$ cat src/rtl/slow_vram_pkg.sv
// Shared slot encodings, slot kinds and the registered control word of the slow VRAM scheduler.
package slow_vram_pkg;

  localparam logic [1:0] SLOT_FIX      = 2'd0;
  localparam logic [1:0] SLOT_SPR_EVEN = 2'd1;
  localparam logic [1:0] SLOT_SPR_ODD  = 2'd2;
  localparam logic [1:0] SLOT_CPU      = 2'd3;

  typedef enum logic [1:0] {
    IDLE  = 2'd0,
    READ  = 2'd1,
    WRITE = 2'd2
  } slot_kind_e;

  // Everything the scheduler drives toward the VRAM and the requester, registered as one word.
  // latch[i] is the capture strobe for slot i.
  typedef struct packed {
    logic       n_boe;
    logic       n_bwe;
    logic       data_oe;
    logic [3:0] latch;
    logic       wr_done;
    logic       wr_busy;
  } vram_ctl_t;

  localparam vram_ctl_t CTL_RESET = '{
    n_boe:   1'b1,
    n_bwe:   1'b1,
    data_oe: 1'b0,
    latch:   4'd0,
    wr_done: 1'b0,
    wr_busy: 1'b0
  };

endpackage

$ cat src/rtl/slow_vram_slot_ctr.sv
// Phase/slot counter: PH walks 0..SLOT_CYCLES-1, SLOT advances mod 4 at each phase wrap.
// Also exposes the next-state values so the top can register decode aligned with the counter.
module slow_vram_slot_ctr #(
  parameter  int unsigned SLOT_CYCLES = 4,
  localparam int unsigned PH_W        = (SLOT_CYCLES > 1) ? $clog2(SLOT_CYCLES) : 1
) (
  input  logic            clk_i,
  input  logic            rst_n_i,
  input  logic            sync_i,
  output logic [1:0]      slot_o,
  output logic [1:0]      slot_nxt_c,
  output logic [PH_W-1:0] ph_nxt_c,
  output logic            slot_start_c,
  output logic            slot_last_c
);

  localparam logic [PH_W-1:0] PH_LAST = PH_W'(SLOT_CYCLES - 1);

  logic [PH_W-1:0] ph_q, ph_d;
  logic [1:0]      slot_q, slot_d;

  // Next phase/slot; realignment wins over normal counting.
  always_comb begin
    ph_d        = ph_q + PH_W'(1);
    slot_d      = slot_q;
    slot_last_c = (ph_q == PH_LAST);
    if (sync_i) begin
      ph_d   = '0;
      slot_d = '0;
    end else if (slot_last_c) begin
      ph_d   = '0;
      slot_d = slot_q + 2'd1;
    end
    slot_start_c = (ph_d == '0);
    slot_nxt_c   = slot_d;
    ph_nxt_c     = ph_d;
  end

  // Counter state; reset has priority over realignment.
  always_ff @(posedge clk_i) begin
    if (!rst_n_i) begin
      ph_q   <= '0;
      slot_q <= '0;
    end else begin
      ph_q   <= ph_d;
      slot_q <= slot_d;
    end
  end

  assign slot_o = slot_q;

endmodule

$ cat src/rtl/slow_vram_sched.sv
// Slow VRAM access-slot scheduler: FIX / SPR even / SPR odd / CPU slots, each SLOT_CYCLES long,
// with registered VRAM strobes and the CPU write-pending handshake serviced in the CPU slot.
module slow_vram_sched
  import slow_vram_pkg::*;
#(
  parameter int unsigned SLOT_CYCLES = 4,
  parameter int unsigned WE_FIRST    = 1,
  parameter int unsigned WE_LAST     = 2
) (
  input  logic       clk_24m_i,
  input  logic       nreset_i,
  input  logic       seq_sync_i,
  input  logic       fix_en_i,
  input  logic       spr_en_i,
  input  logic       n_vram_write_req_i,
  input  logic       reg_vramaddr_msb_i,
  output logic [1:0] slot_sel_o,
  output logic       n_boe_o,
  output logic       n_bwe_o,
  output logic       data_oe_o,
  output logic       latch_fix_o,
  output logic       latch_spr_even_o,
  output logic       latch_spr_odd_o,
  output logic       latch_cpu_o,
  output logic       wr_busy_o,
  output logic       wr_done_o
);

  localparam int unsigned     PH_W    = (SLOT_CYCLES > 1) ? $clog2(SLOT_CYCLES) : 1;
  localparam logic [PH_W-1:0] PH_LAST = PH_W'(SLOT_CYCLES - 1);
  localparam logic [PH_W-1:0] PH_WE_F = PH_W'(WE_FIRST);
  localparam logic [PH_W-1:0] PH_WE_L = PH_W'(WE_LAST);

  logic [1:0]      slot_cur;
  logic [1:0]      slot_nxt;
  logic [PH_W-1:0] ph_nxt;
  logic            slot_start;
  logic            slot_last;

  slot_kind_e      kind_q, kind_d;
  logic            pending_q, pending_d;
  logic [1:0]      slot_sel_q, slot_sel_d;
  vram_ctl_t       ctl_q, ctl_d;
  logic            wr_set;
  logic            wr_clr;

  slow_vram_slot_ctr #(
    .SLOT_CYCLES (SLOT_CYCLES)
  ) u_ctr (
    .clk_i        (clk_24m_i),
    .rst_n_i      (nreset_i),
    .sync_i       (seq_sync_i),
    .slot_o       (slot_cur),
    .slot_nxt_c   (slot_nxt),
    .ph_nxt_c     (ph_nxt),
    .slot_start_c (slot_start),
    .slot_last_c  (slot_last)
  );

  // Slot kind, pending flag and the control word for the cycle being entered.
  always_comb begin
    kind_d     = kind_q;
    pending_d  = pending_q;
    slot_sel_d = slot_sel_q;
    ctl_d      = CTL_RESET;

    // Enables and the pending flag are frozen for the slot on the edge that enters its PH0.
    if (slot_start) begin
      slot_sel_d = slot_nxt;
      case (slot_nxt)
        SLOT_FIX:      kind_d = fix_en_i ? READ : IDLE;
        SLOT_SPR_EVEN: kind_d = spr_en_i ? READ : IDLE;
        SLOT_SPR_ODD:  kind_d = spr_en_i ? READ : IDLE;
        default:       kind_d = pending_q ? WRITE : READ;
      endcase
    end else begin
      slot_sel_d = slot_cur;
    end

    // A new request on the committing edge re-arms the flag instead of being lost.
    wr_set = !n_vram_write_req_i && !reg_vramaddr_msb_i;
    wr_clr = (kind_q == WRITE) && slot_last;
    if (wr_clr) begin
      pending_d = wr_set;
    end else if (wr_set) begin
      pending_d = 1'b1;
    end

    case (kind_d)
      READ: begin
        ctl_d.n_boe          = (ph_nxt == '0);
        ctl_d.latch[slot_nxt] = (ph_nxt == PH_LAST);
      end
      WRITE: begin
        ctl_d.data_oe = 1'b1;
        ctl_d.n_bwe   = !((ph_nxt >= PH_WE_F) && (ph_nxt <= PH_WE_L));
        ctl_d.wr_done = (ph_nxt == PH_LAST);
      end
      default: ;
    endcase
    ctl_d.wr_busy = pending_d || (kind_d == WRITE);
  end

  // Registered state and outputs; reset is treated as entering FIX PH0.
  always_ff @(posedge clk_24m_i) begin
    if (!nreset_i) begin
      kind_q     <= fix_en_i ? READ : IDLE;
      pending_q  <= 1'b0;
      slot_sel_q <= SLOT_FIX;
      ctl_q      <= CTL_RESET;
    end else begin
      kind_q     <= kind_d;
      pending_q  <= pending_d;
      slot_sel_q <= slot_sel_d;
      ctl_q      <= ctl_d;
    end
  end

  assign slot_sel_o       = slot_sel_q;
  assign n_boe_o          = ctl_q.n_boe;
  assign n_bwe_o          = ctl_q.n_bwe;
  assign data_oe_o        = ctl_q.data_oe;
  assign latch_fix_o      = ctl_q.latch[SLOT_FIX];
  assign latch_spr_even_o = ctl_q.latch[SLOT_SPR_EVEN];
  assign latch_spr_odd_o  = ctl_q.latch[SLOT_SPR_ODD];
  assign latch_cpu_o      = ctl_q.latch[SLOT_CPU];
  assign wr_busy_o        = ctl_q.wr_busy;
  assign wr_done_o        = ctl_q.wr_done;

endmodule
$ cat config.mk
export PLATFORM = sky130hd
export DESIGN_NAME = slow_vram_sched
export DESIGN_NICKNAME = d
export VERILOG_FILES = /design/src/rtl/slow_vram_pkg.sv /design/src/rtl/slow_vram_slot_ctr.sv /design/src/rtl/slow_vram_sched.sv
export SDC_FILE = /design/constraint.sdc
export NUM_CORES = 1
export LEC_CHECK = 0
export CORE_MARGIN = 5
export CORE_UTILIZATION = 40
export CTS_BUF_LIST = sky130_fd_sc_hd__clkbuf_2 sky130_fd_sc_hd__clkbuf_4 sky130_fd_sc_hd__clkbuf_8
export DETAILED_ROUTE_END_ITERATION = 12
export GPL_TIMING_DRIVEN = 0
export PLACE_DENSITY_LB_ADDON = 0.25
export SETUP_SLACK_MARGIN = 0.1
export SLEW_MARGIN = 25
export SYNTH_ARGS = -nofsm -noshare
export SYNTH_HDL_FRONTEND = slang
export SYNTH_SLANG_ARGS = --single-unit
$ cat constraint.sdc
create_clock -name clk_24m_i -period 2.8 [get_ports clk_24m_i]
set_input_delay 0.56 -clock clk_24m_i [delete_from_list [all_inputs] [get_ports clk_24m_i]]
set_output_delay 0.56 -clock clk_24m_i [all_outputs]
set_load 0.02 [all_outputs]
==> results of run 1 <==
[how the worst max path moves through the flow]
stage | slack, ns | startpoint | end | cells after the start
final | 0.32 | seq_sync_i | latch_cpu_o$_SDFF_PN0_ | 8
after global routing | 0.21 | u_ctr.ph_q[0]$_SDFF_PN0_ | latch_cpu_o$_SDFF_PN0_ | 8
after CTS | 0.25 | u_ctr.ph_q[0]$_SDFF_PN0_ | latch_cpu_o$_SDFF_PN0_ | 8
after detailed placement | -0.001 | seq_sync_i | latch_cpu_o$_SDFF_PN0_ | 8
after global placement | -0.0007 | seq_sync_i | latch_cpu_o$_SDFF_PN0_ | 8
after floorplan | 0.61 | u_ctr.ph_q[0]$_SDFF_PN0_ | latch_cpu_o$_SDFF_PN0_ | 8
[routing by layer]
layer | share of wire | global-route usage | wire length (um) | up-vias
li1 | - | - | - | 348
met1 | 0.51 | 0.164 | 834 | 311
met2 | 0.43 | 0.185 | 714 | 15
met3 | 0.044 | 0.0272 | 72 | 4
met4 | 0.018 | 0.0747 | 29 | 0
met5 | 0 | 0 | 0 | -
[layout make-up]
cell class	instances	area (sq um)
Sequential cell	18	360
Inverter	7	26.3
Fill cell	196	901
Tap cell	27	33.8
Clock buffer	4	36.3
Buffer	1	7.51
Multi-Input combinational cell	59	407
Timing Repair Buffer	17	170
[layout by cell type, fill, tap and decap left out, drive strengths merged, types with 2 or more instances in the layout]
cell type      instances
nand3                  3
clkdlybuf4s50         17
o2111ai                2
nor2                   7
nand3b                 3
and3                   2
a211oi                 3
nor3                   2
dfxtp                 18
or3                    2
clkbuf                 4
and2                   2
nor2b                  2
ha                     4
o21ai                  2
or2                    2
nand2                  3
a2111oi                2
a21oi                  4
nand2b                 3
inv                    7
[cells by family after synthesis]
logic type                 share of synthesized area
AOI/OAI and AO/OA                              0.192
xor gates and xnor gates                      0.0109
adders and majority gates                     0.0625
buffers and inverters                         0.0422
DFF                                            0.450
and+or+nand+nor                                0.242
[cells in the mapped netlist, drive strengths merged]
cell type	instances	area (sq um)
nand2	3	11.3
or3	2	12.5
nand2b	3	18.8
inv	7	26.3
o2111ai	2	17.5
a21boi	1	7.51
or2	2	15.0
a21oi	4	20.0
a211oi	3	22.5
o221ai	1	8.76
dfxtp	18	360
nor3	2	10.0
nand3b	3	22.5
xnor2	1	8.76
o21ai	2	10.0
buf	1	7.51
nor2b	2	12.5
o21a	1	7.51
nor3b	1	7.51
ha	4	50.1
a31oi	1	6.26
or3b	1	8.76
a2111oi	2	30.0
nor2	7	26.3
and3b	1	8.76
o211ai	1	7.51
a21o	1	7.51
and3	2	12.5
nand3	3	15.0
a31o	1	8.76
and2	2	12.5
[power by group]
| group | leakage [uW] | switching (uW) | internal [uW] |
|---|---|---|---|
| clock network | 0.0000210 | 80.3 | 79.3 |
| registers | 0.000146 | 3.91 | 262 |
| logic | 0.000261 | 29.5 | 26.8 |
| total | 0.000428 | 114 | 369 |
[per-stage QoR]
stage / utilization / cell area (sq um) / cells
floorplan: - / 801 / 85
global placement: 0.517 / 1000 / 129
detailed placement: 0.517 / 1000 / 129
CTS: 0.536 / 1040 / 133
global route: 0.536 / 1040 / 133
finish: 0.536 / 1040 / 133
[flip-flops by register name (all words and copies together), names as in the netlist]
register	flops
latch_cpu_o	1
slot_sel_o	2
data_oe_o	1
latch_spr_even_o	1
n_bwe_o	1
u_ctr.slot_o	2
kind_q	2
latch_fix_o	1
n_boe_o	1
latch_spr_odd_o	1
wr_done_o	1
pending_q	1
u_ctr.ph_q	2
wr_busy_o	1
==> run_results.csv, run 1 <==
group,metric,value,unit
drt,drt-wirelength-per-cell,12.4,um
power_and_ir_drop,power.leakage,0.000428,uW
place,port_buffers,17,
final_layout,finalNetCount,118,
timing,hold-worst-slack,0.523,ns
worst_setup_path,crit_fanout,7,
logic_synthesis,yosys_warnings,0,
worst_setup_path,r2r_start,"u_ctr.ph_q[0]$_SDFF_PN0_",
worst_setup_path,arrival,2.68,ns
worst_setup_path,critPathSlowestCell,"clkdlybuf4s50_1",
power_and_ir_drop,peakVddDrop,0.000267,V
worst_setup_path,r2r_cells,8,
cts,cts_setup_buffers,0,
floorplan,die_w,54.7,um
timing,fmax,0.403,GHz
global_routing,grt_pass1_vias,632,
power_and_ir_drop,p_per_area,463,nW/um^2
cts,hold_buffers,0,
logic_synthesis,synthCells,85,
worst_setup_path,required,2.99,ns
drt,vias,678,
cts,cts_made_buffers,3,
place,pre_cts_slack,-0.00122,ns
drt,drcViolationCount,0,
cts,htreeDepth,1,
global_routing,grt_usage,0.125,
timing,hold_violations,0,
cts,cts_root_buf,"clkbuf_4",
timing,skew,0.00394,ns
cts,insertion_delay,0.29,ns
timing,final_period_minus_worst_setup_slack,2.48,ns
worst_setup_path,regToRegEndpoint,"latch_cpu_o$_SDFF_PN0_",
floorplan,std_cell_rows,16,
min_path,min_to,"n_boe_o$_SDFF_PN1_",
cts,clock-sinks,18,
drt,viasPerCell,5.10,
timing,setup_tns,0,ns
worst_setup_path,start_kind,"primary input",
timing,worst_slack,0.316,ns
logic_synthesis,ys_ff_latch,18,
timing,worst_slew_margin_rel,0.754,
timing,tightest_slew,0.369,ns
worst_setup_path,cp_top_family,"compound AO/OA/AOI/OAI gates",
power_and_ir_drop,power,482,uW
global_routing,overflow,0,
run,max_cap_viol_count,0,
cts,path_clk_slew,0.10,ns
floorplan,fp.dieH,54.7,um
final_layout,syn_to_final_growth,30.0,%
floorplan,num_io_pins,18,
drt,ant_nets,0,
cts,cts_buffer_depth,2,
place,finalWeightedCongestion,0.853,
min_path,worstHoldPathType,"reg2reg",
final_layout,n_antenna_cell,0,
timing,rsz0062_at_grt,"no",
worst_setup_path,critPathBufInv,3,
min_path,hold_start,"kind_q[1]$_SDFF_PN0_",
outcome,status,"finished, final reports clean",
logic_synthesis,synth_fp_nets,96,
drt,wirelength,1650,um
drt,dr.first_iter.drc_count,10,
drt,first_pass_iters,4,
logic_synthesis,synth_area,801,sq um
logic_synthesis,yosysSeqAreaShare,0.450,
floorplan,start_util,0.412,
global_routing,antenna_found_initial,0,
final_layout,drive_gt1_frac,0.0943,
logic_synthesis,syn_area_per_cell,9.42,sq um
timing,slew_viol_final,0,
logic_synthesis,synth_cell_type_count,33,
floorplan,core,1940,sq um
timing,setup_viol,0,
min_path,whs_path_depth,1,
cts,cts_tree,"yes",
global_routing,grt_pass1_wl,2660,um
global_routing,grt_max_degree,11,
cts,post_cts_resized,0,
worst_setup_path,crit_chain,"clkdlybuf4s50_1, inv_1, o21ai_1, inv_1, ha_1, nand3b_1, a31o_1, a2111oi_2",
floorplan,dieArea,3000,sq um
timing,period_share,0.887,
worst_setup_path,crit_type,"in2reg",
worst_setup_path,endpoint_kind,"flop",
worst_setup_path,path_common_cell,"inv_1",
worst_setup_path,slowest_delay,0.60,ns
worst_setup_path,reg2reg_slack,0.41,ns
place,place_hpwl,1250,um
Note: power is estimated with default switching activity, not from simulation.
==> run 2: changes to the inputs <==
Settings changed: GPL_ROUTABILITY_DRIVEN set to 0.
==> results of run 2 <==
No change in the layout: final DEF, timing and power equal those of run 1.
==> run 3: changes to the inputs <==
Settings changed: CORE_MARGIN 5 to 2.
==> run_results.csv, run 3 (synthesis results as in run 1) <==
group,metric,value,unit
cts,path_clk_slew,0.09,ns
outcome,status,"finished, final reports clean",
drt,first_pass_iters,4,
final_layout,fillCellCount,192,
global_routing,grt_pass1_wl,2900,um
worst_setup_path,critPathBufInv,3,
global_routing,antenna_found_initial,0,
cts,post_cts_resized,0,
final_layout,syn_to_final_growth,28.3,%
place,port_buffers,17,
final_layout,fin_util,0.535,
global_routing,overflow,0,
power_and_ir_drop,power,442,uW
cts,htreeDepth,1,
final_layout,drive_gt1_frac,0.0857,
min_path,worstHoldPathType,"reg2reg",
worst_setup_path,required,2.99,ns
final_layout,n_antenna_cell,0,
power_and_ir_drop,power.leakage,0.000421,uW
timing,rsz0062_at_grt,"no",
timing,slew_viol_final,0,
place,dp.cells,129,
floorplan,start_util,0.417,
cts,cts_buffer_depth,2,
power_and_ir_drop,p_per_area,430,nW/um^2
floorplan,core,1920,sq um
run,max_cap_viol_count,0,
timing,skew,0.00203,ns
final_layout,fin_cells,132,
cts,hold_buffers,0,
timing,setup_viol,0,
worst_setup_path,critPathSlowestCell,"clkdlybuf4s50_1",
place,place_hpwl,1250,um
cts,insertion_delay,0.28,ns
timing,hold-worst-slack,0.531,ns
worst_setup_path,crit_chain,"clkdlybuf4s50_1, inv_1, o21ai_0, inv_1, ha_1, nand3b_1, a31o_1, a2111oi_2",
worst_setup_path,path_common_cell,"inv_1",
timing,final_period_minus_worst_setup_slack,2.50,ns
final_layout,finalNetCount,118,
drt,dr.first_iter.drc_count,11,
floorplan,dieArea,2380,sq um
floorplan,num_io_pins,18,
floorplan,die_w,48.7,um
timing,tightest_slew,0.545,ns
worst_setup_path,endpoint_kind,"flop",
drt,vias,677,
cts,cts_root_buf,"clkbuf_4",
global_routing,grt_max_degree,11,
timing,worst_slew_margin_rel,0.633,
worst_setup_path,start_kind,"primary input",
drt,drt-wirelength-per-cell,12.1,um
cts,cts_setup_buffers,0,
cts,cts_tree,"yes",
drt,wirelength,1600,um
power_and_ir_drop,peakVddDrop,0.000292,V
final_layout,layout_common_cells,"dfxtp_1 (18), clkdlybuf4s50_1 (17), nor2_1 (7)",
worst_setup_path,slowest_delay,0.61,ns
timing,setup_tns,0,ns
timing,fmax,0.400,GHz
floorplan,std_cell_rows,16,
timing,period_share,0.892,
drt,viasPerCell,5.13,
worst_setup_path,arrival,2.69,ns
worst_setup_path,crit_type,"in2reg",
final_layout,layout_commonest_cell,"dfxtp_1",
cts,clock-sinks,18,
worst_setup_path,cp_top_family,"buffers and inverters",
floorplan,fp.dieH,48.7,um
worst_setup_path,crit_fanout,7,
global_routing,grt_pass1_vias,671,
global_routing,grt_usage,0.150,
drt,drcViolationCount,0,
drt,ant_nets,0,
timing,hold_violations,0,
cts,cts_made_buffers,3,
-- run 3: changes by cell type in the layout (fill, tap and decap cells not counted) --
cell,before,now
clkbuf_8,1,0
o21ai_0,1,2
o21ai_1,1,0
-- run 3: path summary, 6_finish.rpt --
path,end,depth (start not counted),slack (ns),start
worst max-delay path,latch_cpu_o$_SDFF_PN0_,8,0.30,seq_sync_i
worst min-delay path,n_boe_o$_SDFF_PN1_,1,0.53,kind_q[1]$_SDFF_PN0_
worst max register to register,latch_cpu_o$_SDFF_PN0_,8,0.31,u_ctr.ph_q[0]$_SDFF_PN0_
worst min register to register,n_boe_o$_SDFF_PN1_,1,0.53,kind_q[1]$_SDFF_PN0_
-- run 3: power by group --
part | total [uW] | internal [uW] | switching, uW | leakage, uW
logic | 56.8 | 26.8 | 30.0 | 0.000261
clock network | 119 | 50.0 | 69.2 | 0.0000138
registers | 266 | 262 | 3.63 | 0.000146
total | 442 | 339 | 103 | 0.000421
-- run 3: final cells by class --
type / instances / area (sq um) / share of cell area
Inverter: 7 / 26.3 / 0.0256
Sequential cell: 18 / 360 / 0.351
Tap cell: 27 / 33.8 / 0.0329
Clock buffer: 3 / 22.5 / 0.0219
Timing Repair Buffer: 17 / 170 / 0.166
Buffer: 1 / 7.51 / 0.00731
Multi-Input combinational cell: 59 / 407 / 0.396
-- run 3: worst register-to-register path: cells and delay by family, from the launching register on --
kind / cells / cell delay (ns)
AOI/OAI and AO/OA: 3 / 1.04
DFF: 1 / 0.32
buffers and inverters: 1 / 0.10
adders and majority gates: 2 / 0.55
and+or+nand+nor: 2 / 0.38
-- run 3: metrics by stage --
| step | setup WS, ns | cell area [sq um] |
|---|---|---|
| floorplan | 0.612 | 801 |
| global placement | 0.0440 | 1000 |
| detailed placement | 0.0113 | 1000 |
| CTS | 0.295 | 1030 |
| global route | 0.131 | 1030 |
| finish | 0.302 | 1030 |
-- run 3: metal layers --
layer / vias up / global-route usage / share of wire
li1: 346 / - / -
met3: 2 / 0.0617 / 0.070
met5: - / 0 / 0
met2: 20 / 0.251 / 0.48
met4: 0 / 0.0238 / 0.0031
met1: 309 / 0.183 / 0.45
==> variant 1 (config.mk and constraints of run 1) <==
The 3 values of `slot_kind_e` get a one-hot encoding in 3 bits.
--- a/src/rtl/slow_vram_pkg.sv
+++ b/src/rtl/slow_vram_pkg.sv
@@ -6,10 +6,10 @@
   localparam logic [1:0] SLOT_SPR_ODD  = 2'd2;
   localparam logic [1:0] SLOT_CPU      = 2'd3;
 
-  typedef enum logic [1:0] {
-    IDLE  = 2'd0,
-    READ  = 2'd1,
-    WRITE = 2'd2
+  typedef enum logic [2:0] {
+    IDLE  = 3'b001,
+    READ  = 3'b010,
+    WRITE = 3'b100
   } slot_kind_e;
 
   // Everything the scheduler drives toward the VRAM and the requester, registered as one word.
Check against the original RTL: same outputs for any inputs over 10 cycles, from zero or initial values and one cycle with nreset_i low; not proved beyond that.
==> variant 1 against run 1 <==
Critical path depth stayed put; first-iteration DRC count is 40% higher; routed wire length is 5.5% lower; count of clock-buffer cells in the layout is 1 lower; worst setup slack worse by 0.039 ns; global-route usage is 1.9 points lower; sequential cell count is 1 higher; total power is 0.50% higher; clock power is 14% lower; area after synthesis is 9.8% higher; design area is 6.9% higher; largest power group unchanged.
==> variant 1: results (changes against run 1) <==
| Quantity | This run | Change |
|:---|:---|:---|
| Status | finished clean | unchanged |
| Proportion of cell area occupied by registers | 34.2% | was 34.6% |
| Worst setup slack after placement | -0.0597 ns | was -0.00122 ns |
| Multi-input comb cells | 61 | was 59 |
| Share of cells above drive strength 1 | 15.0% | was 9.43% |
| Net count after synthesis | 99 | was 96 |
| Area contributors post-synth | sky130_fd_sc_hd__dfxtp_1 (43%), sky130_fd_sc_hd__ha_1 (8.5%), sky130_fd_sc_hd__nor2_1 (3.4%) | was sky130_fd_sc_hd__dfxtp_1 (45%), sky130_fd_sc_hd__ha_1 (6.3%), sky130_fd_sc_hd__a2111oi_2 (3.8%) |
| Non-clock inverter instance count of the final layout | 5 | was 7 |
| Wire length of the first global-routing pass | 2730 µm | was 2660 µm |
| Post-Place Cells | 131 | was 129 |
| Average footprint of a synthesized cell | 10.2 µm² | was 9.42 µm² |
| Final-stage net count | 121 | was 118 |
| Weighted congestion at the end of routability-driven global placement | 0.829 | was 0.853 |
| Overall routing resource usage | 10.7% | was 12.5% |
| Launch instance of the worst min-delay path | kind_q[2] | was kind_q[1] |
| Seq/Total Area, Yosys | 43.2% | was 45.0% |
| Register clock-pin slew on the reported worst setup and hold paths | 0.11 ns |  |
| Clk cell area share | 2.47% | was 3.49% |
| Pin count of the biggest net entering global routing | 12 | was 11 |
| Transition time at the pin with the least slew margin | 0.427 ns | was 0.369 ns |
| Top post-synthesis cells by count | sky130_fd_sc_hd__dfxtp_1 (19), sky130_fd_sc_hd__nor2_1 (8), sky130_fd_sc_hd__ha_1 (6) | was sky130_fd_sc_hd__dfxtp_1 (18), sky130_fd_sc_hd__nor2_1 (7), sky130_fd_sc_hd__inv_1 (6) |
| Skew final | 0.000605 ns | was 0.00394 ns |
| Area occupied by multi-input gates | 473 µm² | was 407 µm² |
| Seq Cell Count | 19 | was 18 |
| Detailed placer's ending HPWL | 1220 µm | was 1250 µm |
| Reg2reg start | u_ctr.ph_q[0] | unchanged |
| Number of design-rule violations left by the first detailed-router iteration | 14 | was 10 |
| Maximum ir drop on the vdd rail | 0.000285 V | was 0.000267 V |
| Vias | 644 | was 678 |
| Longest individual stage delay on the worst path | 0.55 ns | was 0.60 ns |
| Worst endpoint data arrival time | 2.74 ns | was 2.68 ns |
| Cell with the largest stage delay on the worst path | sky130_fd_sc_hd__or3_2 | was sky130_fd_sc_hd__clkdlybuf4s50_1 |
| Critical path fanouts, max | 10 | was 7 |
| Layout Cells excl Fill | 135 | was 133 |
| Leakage | 0.437 nW | was 0.428 nW |
| Number of global-route vias before repair | 601 | was 632 |
| Drt wl/cell | 11.6 µm | was 12.4 µm |
| Relative area of non-clock buffer cells in the final design | 16.0% | was 17.1% |
| Number of distinct standard cells referenced by the synthesized netlist | 36 | was 33 |
==> variant 1: per-layer routing <==
metal  share of wire (%)  GRT usage, %  up-vias  routed length (µm)
li1                    -             -      344                   -
met1                  47          13.7      286                 736
met3                 4.2          2.07        2                  66
met2                  48          17.0       12                 741
met4                0.90          4.97        0                  14
met5                   0             0        -                   0
==> variant 1: kinds of logic after synthesis <==
| group | Yosys count | share of synthesized area, % |
|---|---|---|
| AND/OR/NAND/NOR | 38 | 29.2 |
| multiplexers | 1 | 1.14 |
| AO/OA/AOI/OAI | 14 | 12.9 |
| adder cells (fa/ha/maj) | 6 | 8.53 |
| buffers and inverters | 6 | 2.99 |
| XOR/XNOR | 2 | 1.99 |
| flip-flops | 19 | 43.2 |
==> variant 1: critical path, delay by kind of cell <==
family	cells	cell delay, ns
adders and majority gates	1	0.21
AOI/OAI and AO/OA	1	0.23
buffers and inverters	2	0.69
and+or+nand+nor	4	1.05
==> variant 1: worst paths after layout <==
kind	to	slack [ns]	depth (start not counted)
worst max-delay path	latch_cpu_o	0.28	8
worst min-delay path	kind_q[2]	0.53	2
worst max register to register	wr_busy_o	0.40	8
worst min register to register	kind_q[2]	0.53	2
==> variant 1: stage by stage <==
step	cell area, µm²	TNS [ns]	total power [W]	utilization, %
6_report	1110	0	0.000485	51.8
3_5_place_dp	1080	-0.0805	0.000354	50.5
3_3_place_gp	1080	-0.0355	0.000354	50.5
2_1_floorplan	880	0	0.000330	-
5_1_grt	1110	0	0.000512	51.8
4_1_cts	1110	0	0.000493	51.8
==> variant 1: power breakdown <==
part,internal (W),switching (W),leakage [nW]
registers,0.000278,0.00000386,0.155
clock network,0.0000531,0.0000837,0.0177
logic,0.0000329,0.0000332,0.264
==> variant 2 (flow settings as in run 1) <==
Made on the original files. `SLOT_CYCLES` is set to 4 in 2 places; all go to 2. Comments in the files are not updated.
--- a/src/rtl/slow_vram_slot_ctr.sv
+++ b/src/rtl/slow_vram_slot_ctr.sv
@@ -1,7 +1,7 @@
 // Phase/slot counter: PH walks 0..SLOT_CYCLES-1, SLOT advances mod 4 at each phase wrap.
 // Also exposes the next-state values so the top can register decode aligned with the counter.
 module slow_vram_slot_ctr #(
-  parameter  int unsigned SLOT_CYCLES = 4,
+  parameter  int unsigned SLOT_CYCLES = 2,
   localparam int unsigned PH_W        = (SLOT_CYCLES > 1) ? $clog2(SLOT_CYCLES) : 1
 ) (
   input  logic            clk_i,
--- a/src/rtl/slow_vram_sched.sv
+++ b/src/rtl/slow_vram_sched.sv
@@ -3,7 +3,7 @@
 module slow_vram_sched
   import slow_vram_pkg::*;
 #(
-  parameter int unsigned SLOT_CYCLES = 4,
+  parameter int unsigned SLOT_CYCLES = 2,
   parameter int unsigned WE_FIRST    = 1,
   parameter int unsigned WE_LAST     = 2
 ) (
Formal check against the unedited RTL: not equivalent (Yosys sat finds a counterexample within 4 cycles, from zero or initial values and one cycle with nreset_i low).
==> variant 2 against run 1 <==
Worst setup slack improved by 0.48 ns; clock power decreased by 4%; hold slack got worse by 0.013 ns; combinational power decreased by 21%; count of clock-buffer cells in the layout unchanged; sequential cell count decreased by 2; total power decreased by 9.1%; sequential power decreased by 9.8%; design area decreased by 19%; via count decreased by 31%; maximum frequency increased by 24%; area after synthesis decreased by 21%; routed wire length decreased by 39%; critical path type unchanged; critical endpoint is now kind_q[0]; largest power group unchanged.
==> variant 2: results (changes against run 1) <==
| Quantity | This run | Change |
|:---|:---|:---|
| Status | finished clean | unchanged |
| Area occupied by multi-input gates | 284 µm² | was 407 µm² |
| Power Internal | 0.000338 W | was 0.000369 W |
| Number of distinct standard cells referenced by the synthesized netlist | 24 | was 33 |
| Met3 WL | 64 µm | was 72 µm |
| Worst endpoint data arrival time | 2.18 ns | was 2.68 ns |
| Relative area of non-clock buffer cells in the final design | 20.2% | was 17.1% |
| Number of design-rule violations left by the first detailed-router iteration | 4 | was 10 |
| Drt wl/cell | 10.6 µm | was 12.4 µm |
| Launch instance of the worst min-delay path | kind_q[0] | was kind_q[1] |
| Critical path fanouts, max | 6 | was 7 |
| Wire length the detailed router placed on met1 | 452 µm | was 834 µm |
| Termination of the worst setup path | kind_q[0] | was latch_cpu_o |
| Pre-antenna DRT Iters | 2 | was 4 |
| Min-Delay Endpoint | kind_q[0] | was n_boe_o |
| P&R area growth vs syn | 34.3% | was 30.0% |
| Clk cell area share | 4.28% | was 3.49% |
| Maximum ir drop on the vdd rail | 0.000279 V | was 0.000267 V |
| Leakage | 0.363 nW | was 0.428 nW |
| Post-Place Cells | 92 | was 129 |
| Count of input and output buffers | 16 | was 17 |
| Number of global-route vias before repair | 433 | was 632 |
| Area contributors post-synth | sky130_fd_sc_hd__dfxtp_1 (51%), sky130_fd_sc_hd__ha_1 (9.9%), sky130_fd_sc_hd__and2_1 (8.9%) | was sky130_fd_sc_hd__dfxtp_1 (45%), sky130_fd_sc_hd__ha_1 (6.3%), sky130_fd_sc_hd__a2111oi_2 (3.8%) |
| Share of cells above drive strength 1 | 11.3% | was 9.43% |
| Drt via density | 4.86 | was 5.10 |
| Non-clock inverter instance count of the final layout | 4 | was 7 |
| Skew final | 0.00157 ns | was 0.00394 ns |
-- variant 2: changes by cell type in the layout (fill, tap and decap cells not counted), moves of 3 or more --
cell | before | now
sky130_fd_sc_hd__inv_1 | 6 | 3
sky130_fd_sc_hd__and2_1 | 2 | 9
sky130_fd_sc_hd__a211oi_1 | 3 | 0
sky130_fd_sc_hd__nor2_1 | 7 | 2
sky130_fd_sc_hd__nand2b_1 | 3 | 0
sky130_fd_sc_hd__nand3_1 | 3 | 0
-- variant 2: cell families (layout without fill, tap and decap cells) --
logic type | count (synthesis) | after routing | synth area share [%]
other cells | 1 | 1 | 0.595
compound gates | 10 | 10 | 11.9
xor+xnor | 1 | 1 | 1.39
simple gates | 21 | 21 | 21.2
fa+ha+maj | 5 | 5 | 9.92
buf+inv | 6 | 26 | 4.17
flops | 16 | 16 | 50.8
-- variant 2: worst max-delay path, delay by kind of cell --
family                     cells  cell delay [ns]
buffers and inverters          2             0.59
AOI/OAI and AO/OA              3             0.47
adders and majority gates      1             0.30
and+or+nand+nor                1             0.26
